===== config.mk =====
export PLATFORM = sky130hd
export DESIGN_NAME = bcd_accum_ctrl_flat
export DESIGN_NICKNAME = d
export VERILOG_FILES = /design/src/rtl/bcd_accum_pkg.sv /design/src/rtl/bcd_accum_ctrl_if.sv /design/src/rtl/bcd_digit_add.sv /design/src/rtl/bcd_accum_ctrl.sv /design/src/flat_wrapper.sv
export SDC_FILE = /design/constraint.sdc
export NUM_CORES = 1
export LEC_CHECK = 0
export CORE_MARGIN = 4
export CORE_UTILIZATION = 55
export CTS_CLUSTER_DIAMETER = 120
export DETAILED_ROUTE_END_ITERATION = 16
export PLACE_DENSITY_LB_ADDON = 0.12
export SLEW_MARGIN = 15
export SYNTH_ARGS = -nofsm -noshare
export SYNTH_HDL_FRONTEND = slang
export SYNTH_SLANG_ARGS = --single-unit

===== constraint.sdc =====
create_clock -name hz100 -period 3.2 [get_ports hz100]
set_clock_uncertainty 0.2 [all_clocks]
set_input_delay 0.32 -clock hz100 [delete_from_list [all_inputs] [get_ports hz100]]
set_output_delay 0.32 -clock hz100 [all_outputs]
set_load 0.01 [all_outputs]

===== src/rtl/bcd_accum_pkg.sv =====
// Shared types and constants for the digit-serial BCD accumulator controller.
package bcd_accum_pkg;

  localparam int DIGIT_W = 4;
  localparam logic [DIGIT_W-1:0] BCD_MAX = 4'd9;

  typedef enum logic [1:0] {
    IDLE = 2'd0,
    RUN  = 2'd1,
    DONE = 2'd2
  } state_e;

endpackage


===== src/rtl/bcd_accum_ctrl_if.sv =====
// Strobe inputs and display/status outputs of the BCD accumulator controller.
interface bcd_accum_ctrl_if #(
  parameter int DIGITS = 4
);
  import bcd_accum_pkg::*;

  logic                        digit_stb;
  logic [DIGIT_W-1:0]          digit;
  logic                        add_stb;
  logic                        sub_stb;
  logic                        clr_stb;
  logic [DIGIT_W*DIGITS-1:0]   disp;
  logic                        busy;
  logic                        done;
  logic                        carry;
  logic                        show_acc;

  modport master (
    output digit_stb, digit, add_stb, sub_stb, clr_stb,
    input  disp, busy, done, carry, show_acc
  );

  modport slave (
    input  digit_stb, digit, add_stb, sub_stb, clr_stb,
    output disp, busy, done, carry, show_acc
  );

endinterface


===== src/rtl/bcd_digit_add.sv =====
// Combinational one-digit BCD adder: binary sum with +6 correction above 9.
module bcd_digit_add
  import bcd_accum_pkg::*;
(
  input  logic [DIGIT_W-1:0] a_i,
  input  logic [DIGIT_W-1:0] b_i,
  input  logic               ci_i,
  output logic [DIGIT_W-1:0] s_o,
  output logic               co_o
);

  logic [DIGIT_W:0] binSum;

  always_comb begin
    binSum = {1'b0, a_i} + {1'b0, b_i} + {{DIGIT_W{1'b0}}, ci_i};
    if (binSum > {1'b0, BCD_MAX}) begin
      s_o  = binSum[DIGIT_W-1:0] + DIGIT_W'(6);
      co_o = 1'b1;
    end else begin
      s_o  = binSum[DIGIT_W-1:0];
      co_o = 1'b0;
    end
  end

endmodule


===== src/rtl/bcd_accum_ctrl.sv =====
// Digit-serial BCD accumulator controller: acc = acc + entry over DIGITS cycles.
// Subtraction (acc - entry, nines-complement) is built only with BCD_ACCUM_SUB_EN.
module bcd_accum_ctrl
  import bcd_accum_pkg::*;
#(
  parameter int DIGITS = 4
)(
  input  logic                hz100,
  input  logic                reset,
  bcd_accum_ctrl_if.slave     bus
);

  localparam int W     = DIGIT_W * DIGITS;
  localparam int IDX_W = $clog2(DIGITS);

  localparam logic [1:0] S_IDLE = IDLE;
  localparam logic [1:0] S_RUN  = RUN;
  localparam logic [1:0] S_DONE = DONE;

  localparam logic [IDX_W-1:0] LAST_IDX = IDX_W'(DIGITS - 1);

  logic [1:0]         state_q, state_d;
  logic [W-1:0]       entry_q, entry_d;
  logic [W-1:0]       acc_q, acc_d;
  logic               carry_q, carry_d;
  logic               cin_q, cin_d;
  logic [IDX_W-1:0]   digitIdx_q, digitIdx_d;
  logic               showAcc_q, showAcc_d;

  logic               startOp;
  logic               startSub;
  logic               subOp;
  logic [DIGIT_W-1:0] addB;
  logic [DIGIT_W-1:0] sumDigit;
  logic               sumCarry;

`ifdef BCD_ACCUM_SUB_EN
  logic subOp_q, subOp_d;

  assign startSub = bus.sub_stb && !bus.add_stb;
  assign startOp  = bus.add_stb || bus.sub_stb;
  assign subOp    = subOp_q;
  assign addB     = subOp_q ? (BCD_MAX - entry_q[DIGIT_W-1:0]) : entry_q[DIGIT_W-1:0];

  always_comb begin
    subOp_d = subOp_q;
    if (bus.clr_stb)
      subOp_d = 1'b0;
    else if (state_q == S_IDLE && startOp)
      subOp_d = startSub;
  end

  always_ff @(posedge hz100 or posedge reset) begin
    if (reset) subOp_q <= 1'b0;
    else       subOp_q <= subOp_d;
  end
`else
  logic unused_sub;

  assign unused_sub = bus.sub_stb;
  assign startSub   = 1'b0;
  assign startOp    = bus.add_stb;
  assign subOp      = 1'b0;
  assign addB       = entry_q[DIGIT_W-1:0];
`endif

  bcd_digit_add u_add (
    .a_i  (acc_q[DIGIT_W-1:0]),
    .b_i  (addB),
    .ci_i (cin_q),
    .s_o  (sumDigit),
    .co_o (sumCarry)
  );

  // Clear overrides everything; in RUN both registers rotate so the LSD always feeds the adder.
  always_comb begin
    state_d    = state_q;
    entry_d    = entry_q;
    acc_d      = acc_q;
    carry_d    = carry_q;
    cin_d      = cin_q;
    digitIdx_d = digitIdx_q;
    showAcc_d  = showAcc_q;

    if (bus.clr_stb) begin
      state_d    = S_IDLE;
      entry_d    = '0;
      acc_d      = '0;
      carry_d    = 1'b0;
      cin_d      = 1'b0;
      digitIdx_d = '0;
      showAcc_d  = 1'b0;
    end else begin
      case (state_q)
        S_IDLE: begin
          if (startOp) begin
            carry_d    = 1'b0;
            cin_d      = startSub;
            digitIdx_d = '0;
            state_d    = S_RUN;
          end else if (bus.digit_stb && bus.digit <= BCD_MAX) begin
            entry_d   = {entry_q[W-DIGIT_W-1:0], bus.digit};
            showAcc_d = 1'b0;
          end
        end
        S_RUN: begin
          acc_d      = {sumDigit, acc_q[W-1:DIGIT_W]};
          entry_d    = {entry_q[DIGIT_W-1:0], entry_q[W-1:DIGIT_W]};
          cin_d      = sumCarry;
          digitIdx_d = digitIdx_q + IDX_W'(1);
          if (digitIdx_q == LAST_IDX)
            state_d = S_DONE;
        end
        S_DONE: begin
          carry_d   = subOp ? ~cin_q : cin_q;
          entry_d   = '0;
          showAcc_d = 1'b1;
          state_d   = S_IDLE;
        end
        default: state_d = S_IDLE;
      endcase
    end
  end

  always_ff @(posedge hz100 or posedge reset) begin
    if (reset) begin
      state_q    <= S_IDLE;
      entry_q    <= '0;
      acc_q      <= '0;
      carry_q    <= 1'b0;
      cin_q      <= 1'b0;
      digitIdx_q <= '0;
      showAcc_q  <= 1'b0;
    end else begin
      state_q    <= state_d;
      entry_q    <= entry_d;
      acc_q      <= acc_d;
      carry_q    <= carry_d;
      cin_q      <= cin_d;
      digitIdx_q <= digitIdx_d;
      showAcc_q  <= showAcc_d;
    end
  end

  assign bus.disp     = showAcc_q ? acc_q : entry_q;
  assign bus.busy     = (state_q == S_RUN);
  assign bus.done     = (state_q == S_DONE);
  assign bus.carry    = carry_q;
  assign bus.show_acc = showAcc_q;

endmodule

===== src/flat_wrapper.sv =====
// flat-port wrapper written by rule: the top's interface ports become plain ports
module bcd_accum_ctrl_flat import bcd_accum_pkg::*;
#(
  parameter int DIGITS = 4
)
  (hz100, reset, bus_digit_stb, bus_digit, bus_add_stb, bus_sub_stb, bus_clr_stb, bus_disp, bus_busy, bus_done, bus_carry, bus_show_acc);
  bcd_accum_ctrl_if #(.DIGITS(DIGITS)) bus_i ();
  input  logic hz100;
  input  logic reset;
  input wire logic [$bits(bus_i.digit_stb)-1:0] bus_digit_stb;
  input wire logic [$bits(bus_i.digit)-1:0] bus_digit;
  input wire logic [$bits(bus_i.add_stb)-1:0] bus_add_stb;
  input wire logic [$bits(bus_i.sub_stb)-1:0] bus_sub_stb;
  input wire logic [$bits(bus_i.clr_stb)-1:0] bus_clr_stb;
  output wire logic [$bits(bus_i.disp)-1:0] bus_disp;
  output wire logic [$bits(bus_i.busy)-1:0] bus_busy;
  output wire logic [$bits(bus_i.done)-1:0] bus_done;
  output wire logic [$bits(bus_i.carry)-1:0] bus_carry;
  output wire logic [$bits(bus_i.show_acc)-1:0] bus_show_acc;
  assign bus_i.digit_stb = bus_digit_stb;
  assign bus_i.digit = bus_digit;
  assign bus_i.add_stb = bus_add_stb;
  assign bus_i.sub_stb = bus_sub_stb;
  assign bus_i.clr_stb = bus_clr_stb;
  assign bus_disp = bus_i.disp;
  assign bus_busy = bus_i.busy;
  assign bus_done = bus_i.done;
  assign bus_carry = bus_i.carry;
  assign bus_show_acc = bus_i.show_acc;
  bcd_accum_ctrl #(.DIGITS(DIGITS)) u_core (.hz100(hz100), .reset(reset), .bus(bus_i));
endmodule

# Word-level counts from Yosys, hierarchy flattened
# Index checks and enable logic that the tools add are counted.
word_totals:
  ff_bits: 39
  latchBits: 0
  ramBits: 0
  mem_bits_ro: 0
  out_inout_bits: 20
  elab_cells: 56
  n_memories: 0
classes:
  n_addsub: 4
  multipliers: 0
  n_div: 0
  n_lt_le_gt_ge: 2
  eq_ne: 7
  n_shift: 0
  n_mux: 25
  n_bitwise: 0
  reduce_logical: 11
op_table:
  columns: ["op", "count"]
  rows:
  - ["$mux W16", 6]
  - ["$pmux W16 S3", 1]
  - ["$mux W2", 5]
  - ["$pmux W2 S2", 2]
  - ["$mux W1", 7]
  - ["$ne A3 B2 Y1 const B", 2]
  - ["$ne A3 B3 Y1 const B", 2]
  - ["$pmux W1 S2", 3]
  - ["$reduce_and A2 Y1", 3]
  - ["$reduce_and A3 Y1", 2]
  - ["$reduce_bool A3 Y1", 2]
  - ["$add A4 B4 Y5", 1]
  - ["$add A5 B1 Y5", 1]
  - ["$gt A5 B4 Y1 const B", 1]
  - ["$add A4 B3 Y4 const B", 1]
  - ["$eq A2 B2 Y1 const B", 2]
  - ["$le A4 B4 Y1 const B", 1]
  - ["$mux W4", 1]
  - ["$reduce_bool A4 Y1", 1]
  - ["$add A2 B1 Y2 const B", 1]
  - ["$eq A2 B1 Y1 const B", 1]
  - ["$logic_not A2 Y1", 1]
  - ["$reduce_bool A2 Y1", 1]
  - ["$logic_and A1 B1 Y1", 1]

# Depth between registers and ports, before layout
# Gate-level depths: netlist of the first run.
logic_depth:
  word_depth: 6
  mapped_depth: 9

# Cells and area by module
# A second synthesis of the first run with hierarchy kept.
hier_totals:
  hier_cells: 246
  hier_area_um2: 2541.2
modules_own_cells:
  columns: ["mod", "n_inst", "cells_per_inst", "area_each_um2"]
  rows:
  - ["bcd_accum_ctrl", 1, 224, 2329.7]
  - ["bcd_digit_add", 1, 22, 211.5]

# Worst setup path before layout of the first run
# Ideal clock, no wire load.
synth_path:
  path_kind: "reg2reg"
  start: "register u_core.cin_q"
  end: "register u_core.acc_q[13]"
  t_arrival_ns: 2.480
  t_required_ns: 2.878
  setup_slack_ns: 0.399
  stages_incl_launch_ff: 10
  path_cell_list: "dfrtp_1 > fa_1 > fa_1 > xnor2_1 > ha_1 > nor2b_1 > a31o_1 > nor3_2 > or3_1 > a32o_1"
synth_between:
  elab_chain_cells: 5
synth_lines:
  columns: ["element", "line_no", "source"]
  rows:
  - ["start, declared", "bcd_accum_ctrl.sv:26", "logic cin_q, cin_d;"]
  - ["start signal, assigned", "bcd_accum_ctrl.sv:139", "cin_q <= cin_d;"]
  - ["$add A5 B1 Y5 *", "bcd_digit_add.sv:15", "binSum = {1'b0, a_i} + {1'b0, b_i} + {{DIGIT_W{1'b0}}, ci_i};"]
  - ["$add A4 B3 Y4 / $gt A5 B4 Y1 (equally long branches)", "bcd_digit_add.sv:17, bcd_digit_add.sv:16", null]
  - ["$mux W4 *", "bcd_digit_add.sv:16", "if (binSum > {1'b0, BCD_MAX}) begin"]
  - ["$mux W16 *", "bcd_accum_ctrl.sv:94", "case (state_q)"]
  - ["$mux W16 *", "bcd_accum_ctrl.sv:85", "if (bus.clr_stb) begin"]
  - ["end signal, assigned", "bcd_accum_ctrl.sv:129", "acc_q <= '0;"]
  - ["end signal, assigned", "bcd_accum_ctrl.sv:137", "acc_q <= acc_d;"]
  - ["end, declared", "bcd_accum_ctrl.sv:24", "logic [W-1:0] acc_q, acc_d;"]
# Every way passes the cells marked *; elsewhere a longest branch is shown, timed or not. The select of a mux whose other input is x is not followed.
# A chain may end at the register's enable or synchronous reset.

# Worst setup path after layout of the first run
# Same ends and word-level chain as after synthesis.

==> metrics.md, run 1 <==
| Metric | Value |
|---|---|
| RSZ-0062 raised after global routing | `false` |
| Mean instance size in the synthesized netlist | `9.28 um^2` |
| Buffers added on ports | `28` |
| Largest cells by area after synthesis | `sky130_fd_sc_hd__dfrtp_1, sky130_fd_sc_hd__a21oi_1, sky130_fd_sc_hd__mux2_2` |
| Result of the run | `finished clean` |
| Area overhead of the layout relative to synthesis | `18.4%` |
| Number of buffers on the longest clock path | `2` |
| Vias | `1,803` |
| Cell with the largest stage delay on the worst path | `sky130_fd_sc_hd__fa_1` |
| Cell at the root of the clock tree | `sky130_fd_sc_hd__clkbuf_8` |
| Register-to-Register Path Depth | `9` |
| Row cnt | `23` |
| Net count reported at finish | `slightly below 300` |
| Sequential cell area fraction in the yosys report | `0.429` |
| Count of max-cap constraint violations | `0` |
| Post-CTS Setup Repair Bufs | `0` |
| Share of flip-flops with an asynchronous set or reset | `1.00` |
| Hold_ws | `0.248 ns` |
| Post-synthesis xor/xnor area fraction | `0.00385` |
| Max-slew violations | `0` |
| Most used flip-flop cell after synthesis | `sky130_fd_sc_hd__dfrtp_1` |
| Number of top-level pins | `30` |
| Element type at the critical path end | `register` |
| EDFF count, synth | `0` |
| Synth cell count leaders | `sky130_fd_sc_hd__nor2_1, sky130_fd_sc_hd__dfrtp_1, sky130_fd_sc_hd__a21oi_1` |
| Wire per inst | `between 15 and 20 um` |
| Number of global-route vias before repair | `between 1.5k and 2k` |
| Initial core utilization | `0.569` |
| Fraction of the mapped netlist area in compound gates | `0.137` |
| Clock latency of the later-clocked register in the worst-skew pair | `0.29 ns` |
| Final hold violation count | `0` |
| Mapped Cells | `around 250` |
| Initial drt markers | `87` |
| Mapped Nets | `about 270` |
| Largest family of logic cells by synthesized area | `simple AND/OR/NAND/NOR gates` |
| CP Launch Type | `register` |
| Total wire length | `approximately 5000 um` |
| Switching Power | `0.307 mW` |
| Worst-path cell chain | `fa_1 -> fa_1 -> xnor2_1 -> ha_1 -> nor2b_1 -> a31o_1 -> nor3_2 -> or3_1 -> a32o_1` |
| Share of total power consumed by net switching | `0.287` |
| Worst relative slew slack | `0.500` |
| Simple-gate portion of the synthesized area | `0.187` |
| Netlist Area Pre-Place | `between 2000 and 2500 um^2` |
| Antenna violations before repair | `0` |
| Flip-flop and latch count after synthesis | `39` |
| Pint | `0.763 mW` |
| Weighted congestion reported at the end of routability-driven placement | `0.849` |
| Synth cell types | `35` |
| Final critical delay including setup and external delays | `approximately 3 ns` |
| Mux cell area share after synthesis | `0.141` |
| Total routing usage reported by global routing | `0.208` |
| Dpl cells | `approximately 310` |
| Most area-hungry cell type in the Yosys netlist | `sky130_fd_sc_hd__dfrtp_1` |
| Post-DR vias/cell | `approximately 5.6` |
| Share of total power in the clock network | `0.312` |
| Type of the most critical hold path | `input pin to asynchronous set/reset pin` |
| Setup TNS Final | `0 ns` |
| Dpl hpwl | `3480 um` |
| Number of H-tree levels | `2` |
| Number of inserted diodes | `0` |
| Fraction of the cycle the final worst path needs | `0.938` |
| Maximum frequency from static timing analysis | `between 0.3 and 0.4 GHz` |
| Finished Core Util | `0.673` |
| Setup slack of the most critical reg-to-reg path | `just under 0.2 ns` |
| Final antenna-violating net count | `0` |
| Areal power density over the cells | `397 nW/um^2` |
| Share of post-route cells with drive strength above 1 | `0.114` |
| Worst endpoint required time | `about 3.2 ns` |
| Largest fanout on the critical path | `4` |
| DRC Markers | `0` |
| Std-Cell Core Area | `between 4000 and 5000 um^2` |
| Delay of the slowest cell on the worst path | `approximately 0.47 ns` |
| Largest net degree at the start of global routing | `40` |
| Number of cells upsized or downsized after cts | `0` |
| Number of CTS-inserted buffers | `5` |
| Die Span Y | `about 72 um` |
| Adder-Cell Fraction of Synth Area | `0.0671` |
| Clock slew seen by the registers of the worst setup and hold paths | `~0.070 ns` |
| Max IR drop VDD | `about 0.29 mV` |
| Post-cts hold buffer count | `0` |
| Reported leakage power | `between 1 and 1.5 nW` |
| Final std cells w/o fill | `approximately 320` |
| Data arrival, critical path | `about 3 ns` |
| Worst setup path category | `register to register` |
| Yosys warning total | `0` |
| Crit-path most repeated cell | `sky130_fd_sc_hd__fa_1` |
| Worst reg2reg path startpoint | `u_core.cin_q` |
| Global-route wire length before repair | `8420 um` |
| CTS sink count | `39` |
| Die area | `approximately 5200 um^2` |
| Pre-Repair DR Iteration Count | `4` |
| TritonCTS clock tree | `built` |
| Width of the die | `between 70 and 80 um` |
| Most instantiated library cell after synthesis | `sky130_fd_sc_hd__nor2_1` |
| Sequential power share | `0.487` |
| Combinational Power Share | `0.201` |
| Slew @ Worst Pin | `0.750 ns` |
| Total of endpoints with negative setup slack in the final report | `0` |
| Area fraction of the dominant cell type after synthesis | `0.429` |
| R2R Path End | `u_core.acc_q[13]` |
| GR Overflow Total | `0` |
[through the flow]
| stage | area, um^2 | setup slack, ns | power [mW] |
|---|---|---|---|
| final | 2690 | 0.199 | 1.07 |
| after global routing | 2690 | 0.0406 | 1.13 |
| after CTS | 2690 | 0.206 | 1.08 |
| after detailed placement | 2610 | 0.232 | 0.745 |
| after global placement | 2610 | 0.267 | 0.743 |
| after floorplan | 2270 | 0.399 | 0.680 |
[cells by family after synthesis]
family,after synthesis
xor gates and xnor gates,1
muxes,30
adders and majority gates,11
AOI/OAI and AO/OA,54
and+or+nand+nor,90
DFF,39
buffers and inverters,20
[layer usage]
layer	part of all wire	up-vias	wire length, um	GRT usage
met1	0.45	869	2240	0.275
met5	0	-	0	0
met3	0.043	7	216	0.0429
met2	0.50	35	2480	0.349
met4	0.011	0	55	0.0564
li1	-	892	-	-
[worst max path at each step]
stage / slack (ns) / to / depth (start not counted) / start
finish: 0.20 / u_core.acc_q[13] / 9 / u_core.cin_q
global route: 0.04 / u_core.acc_q[13] / 9 / u_core.cin_q
CTS: 0.21 / u_core.acc_q[13] / 9 / u_core.cin_q
detailed placement: 0.23 / u_core.acc_q[13] / 9 / u_core.cin_q
global placement: 0.27 / u_core.acc_q[13] / 9 / u_core.cin_q
floorplan: 0.40 / u_core.acc_q[13] / 9 / u_core.cin_q
[worst max-delay path: cells and delay by family, from the launching register on]
kind / cells / cell delay [ns]
simple gates: 3 / 0.51
compound gates: 2 / 0.38
fa+ha+maj: 3 / 1.12
flops: 1 / 0.43
xor+xnor: 1 / 0.24
[power groups by stage]
stage          Clock [mW]  Combinational [mW]  Sequential, mW
2_1_floorplan           0               0.156           0.525
3_3_place_gp            0               0.214           0.530
5_1_grt             0.365               0.239           0.523
3_5_place_dp            0               0.215           0.530
4_1_cts             0.344               0.216           0.521
6_report            0.334               0.215           0.521
[cell usage in the layout (no fill, tap or decap), drive strengths merged, types with 2 or more instances in the layout]
cell type	n
a211oi	2
a21oi	37
and2	2
buf	5
clkbuf	6
clkdlybuf4s50	28
dfrtp	39
fa	2
ha	9
inv	6
mux2	16
mux2i	14
nand2	7
nand2b	6
nand3	7
nor2	47
nor2b	14
nor3	3
o21ai	5
[state kept, by name (all words and copies together), names as in the netlist]
| register | cells |
|---|---|
| u_core.acc_q | 16 |
| u_core.entry_q | 16 |
| u_core.digitIdx_q | 2 |
| u_core.state_q | 2 |
| u_core.bus.carry | 1 |
| u_core.bus.show_acc | 1 |
| u_core.cin_q | 1 |
[layout make-up]
| type | count | area (um^2) |
|---|---|---|
| multi-input combinational | 186 | 1230 |
| fill | 349 | 1310 |
| tap | 50 | 62.6 |
| clock inverter | 1 | 5.00 |
| sequential | 39 | 976 |
| timing repair buffer | 33 | 318 |
| clock buffer | 6 | 82.6 |
| inverter | 6 | 22.5 |
Power figures use the tool's default switching activity.
==> run 2: changes to the inputs <==
- CELL_PAD_IN_SITES_DETAIL_PLACEMENT: not set -> 0
- CELL_PAD_IN_SITES_GLOBAL_PLACEMENT: not set -> 2
- CORE_UTILIZATION: 55 -> 34
- PLACE_DENSITY: not set -> 0.85
- PLACE_DENSITY_LB_ADDON: 0.12 -> not set
==> run 2 against run 1 <==
Compared with the run above: largest cell class unchanged; sequential share of layout area fell by 0.66 points; global-route usage shrank 6.7 points; combinational power rose by 2%; core utilization decreased by 25 points; non-clock buffer count is the same; sequential power about the same; highest routed layer unchanged; critical path depth unchanged.
==> metrics.md, run 2 (synthesized netlist as in run 1, its figures left out) <==
| Metric | Value |
|---|---|
| Number of inserted diodes | `0` |
| Weighted congestion reported at the end of routability-driven placement | `between 0.7 and 0.8` |
| Element type at the critical path end | `register` |
| Std-Cell Core Area | `roughly 6400 um^2` |
| Net count reported at finish | `a little under 300` |
| Worst setup slack before clock tree synthesis | `0.222 ns` |
| Number of top-level pins | `30` |
| R2R Path End | `u_core.acc_q[15]` |
| Most common cell after layout, fill and taps aside | `sky130_fd_sc_hd__nor2_1` |
| Type of the most critical hold path | `input pin to asynchronous set/reset pin` |
| Number of buffers on the longest clock path | `2` |
| Row cnt | `29` |
| Worst setup path category | `register to register` |
| Total of endpoints with negative setup slack in the final report | `0` |
| Cell at the root of the clock tree | `sky130_fd_sc_hd__clkbuf_8` |
| Post-cts hold buffer count | `0` |
| Number of H-tree levels | `2` |
| Largest fanout on the critical path | `3` |
| Global-route wire length before repair | `9270 um` |
| Data arrival, critical path | `2.95 ns` |
| Width of the die | `between 80 and 90 um` |
| Setup TNS Final | `0 ns` |
| Dpl hpwl | `~3700 um` |
| Final antenna-violating net count | `0` |
| Worst reg2reg path startpoint | `u_core.cin_q` |
| RSZ-0062 raised after global routing | `false` |
| Final critical delay including setup and external delays | `~3 ns` |
| Filler cell count | `~630` |
| Clock slew seen by the registers of the worst setup and hold paths | `approximately 0.070 ns` |
| Max-slew violations | `0` |
| Initial drt markers | `116` |
| Clock latency of the later-clocked register in the worst-skew pair | `roughly 0.29 ns` |
| Post-DR vias/cell | `5.12` |
| Total wire length | `between 5000 and 6000 um` |
| Antenna violations before repair | `0` |
| Fraction of the cycle the final worst path needs | `0.934` |
| Number of cells upsized or downsized after cts | `0` |
| Maximum frequency from static timing analysis | `approximately 0.33 GHz` |
| Final setup margin | `0.211 ns` |
| Wire per inst | `between 15 and 20 um` |
| Die Span Y | `around 90 um` |
| TritonCTS clock tree | `built` |
| Areal power density over the cells | `between 300 and 400 nW/um^2` |
| Finished Core Util | `0.427` |
| Total routing usage reported by global routing | `0.141` |
| Register-to-Register Path Depth | `9` |
| Reported leakage power | `between 1 and 1.5 nW` |
| Delay of the slowest cell on the worst path | `~0.56 ns` |
| CP Launch Type | `register` |
| Area overhead of the layout relative to synthesis | `20.6%` |
| Max IR drop VDD | `around 0.17 mV` |
| Number of global-route vias before repair | `1,790` |
| Worst relative slew slack | `0.504` |
| Slew @ Worst Pin | `0.744 ns` |
| Pre-Repair DR Iteration Count | `5` |
| Top delay family on crit path | `adder cells` |
| Setup slack of the most critical reg-to-reg path | `between 0.2 and 0.25 ns` |
| Initial core utilization | `0.354` |
| Largest regs | `u_core.acc_q (16), u_core.entry_q (16)` |
| Result of the run | `finished clean` |
| Largest net degree at the start of global routing | `40` |
| Die area | `8060 um^2` |
| Vias | `approximately 1.8k` |
| Buffers plus inverters on the worst setup path | `1` |
| Buffers added on ports | `28` |
| Total power of the final layout | `between 1 and 1.5 mW` |
| Number of CTS-inserted buffers | `5` |
| Most frequent cells in the layout | `sky130_fd_sc_hd__nor2_1, sky130_fd_sc_hd__dfrtp_1, sky130_fd_sc_hd__a21oi_1, sky130_fd_sc_hd__clkdlybuf4s50_1, sky130_fd_sc_hd__mux2_2` |
| Post-CTS Setup Repair Bufs | `0` |
| Final hold violation count | `0` |
| Cell with the largest stage delay on the worst path | `sky130_fd_sc_hd__fa_2` |
| Share of post-route cells with drive strength above 1 | `0.125` |
| Count of max-cap constraint violations | `0` |
| Worst endpoint required time | `between 3 and 4 ns` |
| DRC Markers | `0` |
| CTS sink count | `39` |
| GR Overflow Total | `0` |
| Worst-path cell chain | `fa_1 -> fa_2 -> inv_1 -> ha_1 -> nor2b_1 -> a31o_1 -> a2111oi_2 -> nand2b_1 -> a211oi_1` |
## run 2: worst max path at each step
| stage | depth (start not counted) | endpoint | slack, ns | start |
|---|---|---|---|---|
| after floorplan | 9 | u_core.acc_q[13] | 0.40 | u_core.cin_q |
| after global placement | 9 | u_core.acc_q[15] | 0.26 | u_core.cin_q |
| after detailed placement | 9 | u_core.acc_q[15] | 0.22 | u_core.cin_q |
| after CTS | 9 | u_core.acc_q[15] | 0.18 | u_core.cin_q |
| after global routing | 9 | u_core.acc_q[15] | 0.04 | u_core.cin_q |
| final | 9 | u_core.acc_q[15] | 0.21 | u_core.cin_q |
## run 2: report_power, final
part | internal [mW] | switching, mW | leakage (nW)
Clock | 0.169 | 0.171 | 0.0470
Combinational | 0.0884 | 0.132 | 0.593
Sequential | 0.506 | 0.0153 | 0.542
Total | 0.763 | 0.318 | 1.18
## run 2: tightest hold or removal path, cell delays in order
cell	delay, ns
sky130_fd_sc_hd__clkdlybuf4s50_1	0.40
sky130_fd_sc_hd__inv_1	0.05
sky130_fd_sc_hd__buf_4	0.42
## run 2: final cells by class
cell class	count	area, um^2	area share
Inverter	6	22.5	0.00821
Timing Repair Buffer	33	318	0.116
Clock buffer	6	82.6	0.0301
Sequential cell	39	976	0.356
Clock inverter	1	5.00	0.00182
Multi-Input combinational cell	186	1240	0.453
Tap cell	77	96.3	0.0351
## run 2: per-layer routing
layer,GRT usage,up-vias,share of wire
li1,-,893,-
met1,0.192,847,0.47
met2,0.223,36,0.47
met3,0.0434,6,0.046
met4,0.0307,0,0.0099
met5,0,-,0
## run 2: per-stage QoR
stage	hold slack (ns)	area, um^2	instances
floorplan	0.254	2270	245
global placement	0.273	2640	341
detailed placement	0.289	2640	341
CTS	0.275	2730	348
global route	0.300	2740	348
finish	0.248	2740	348
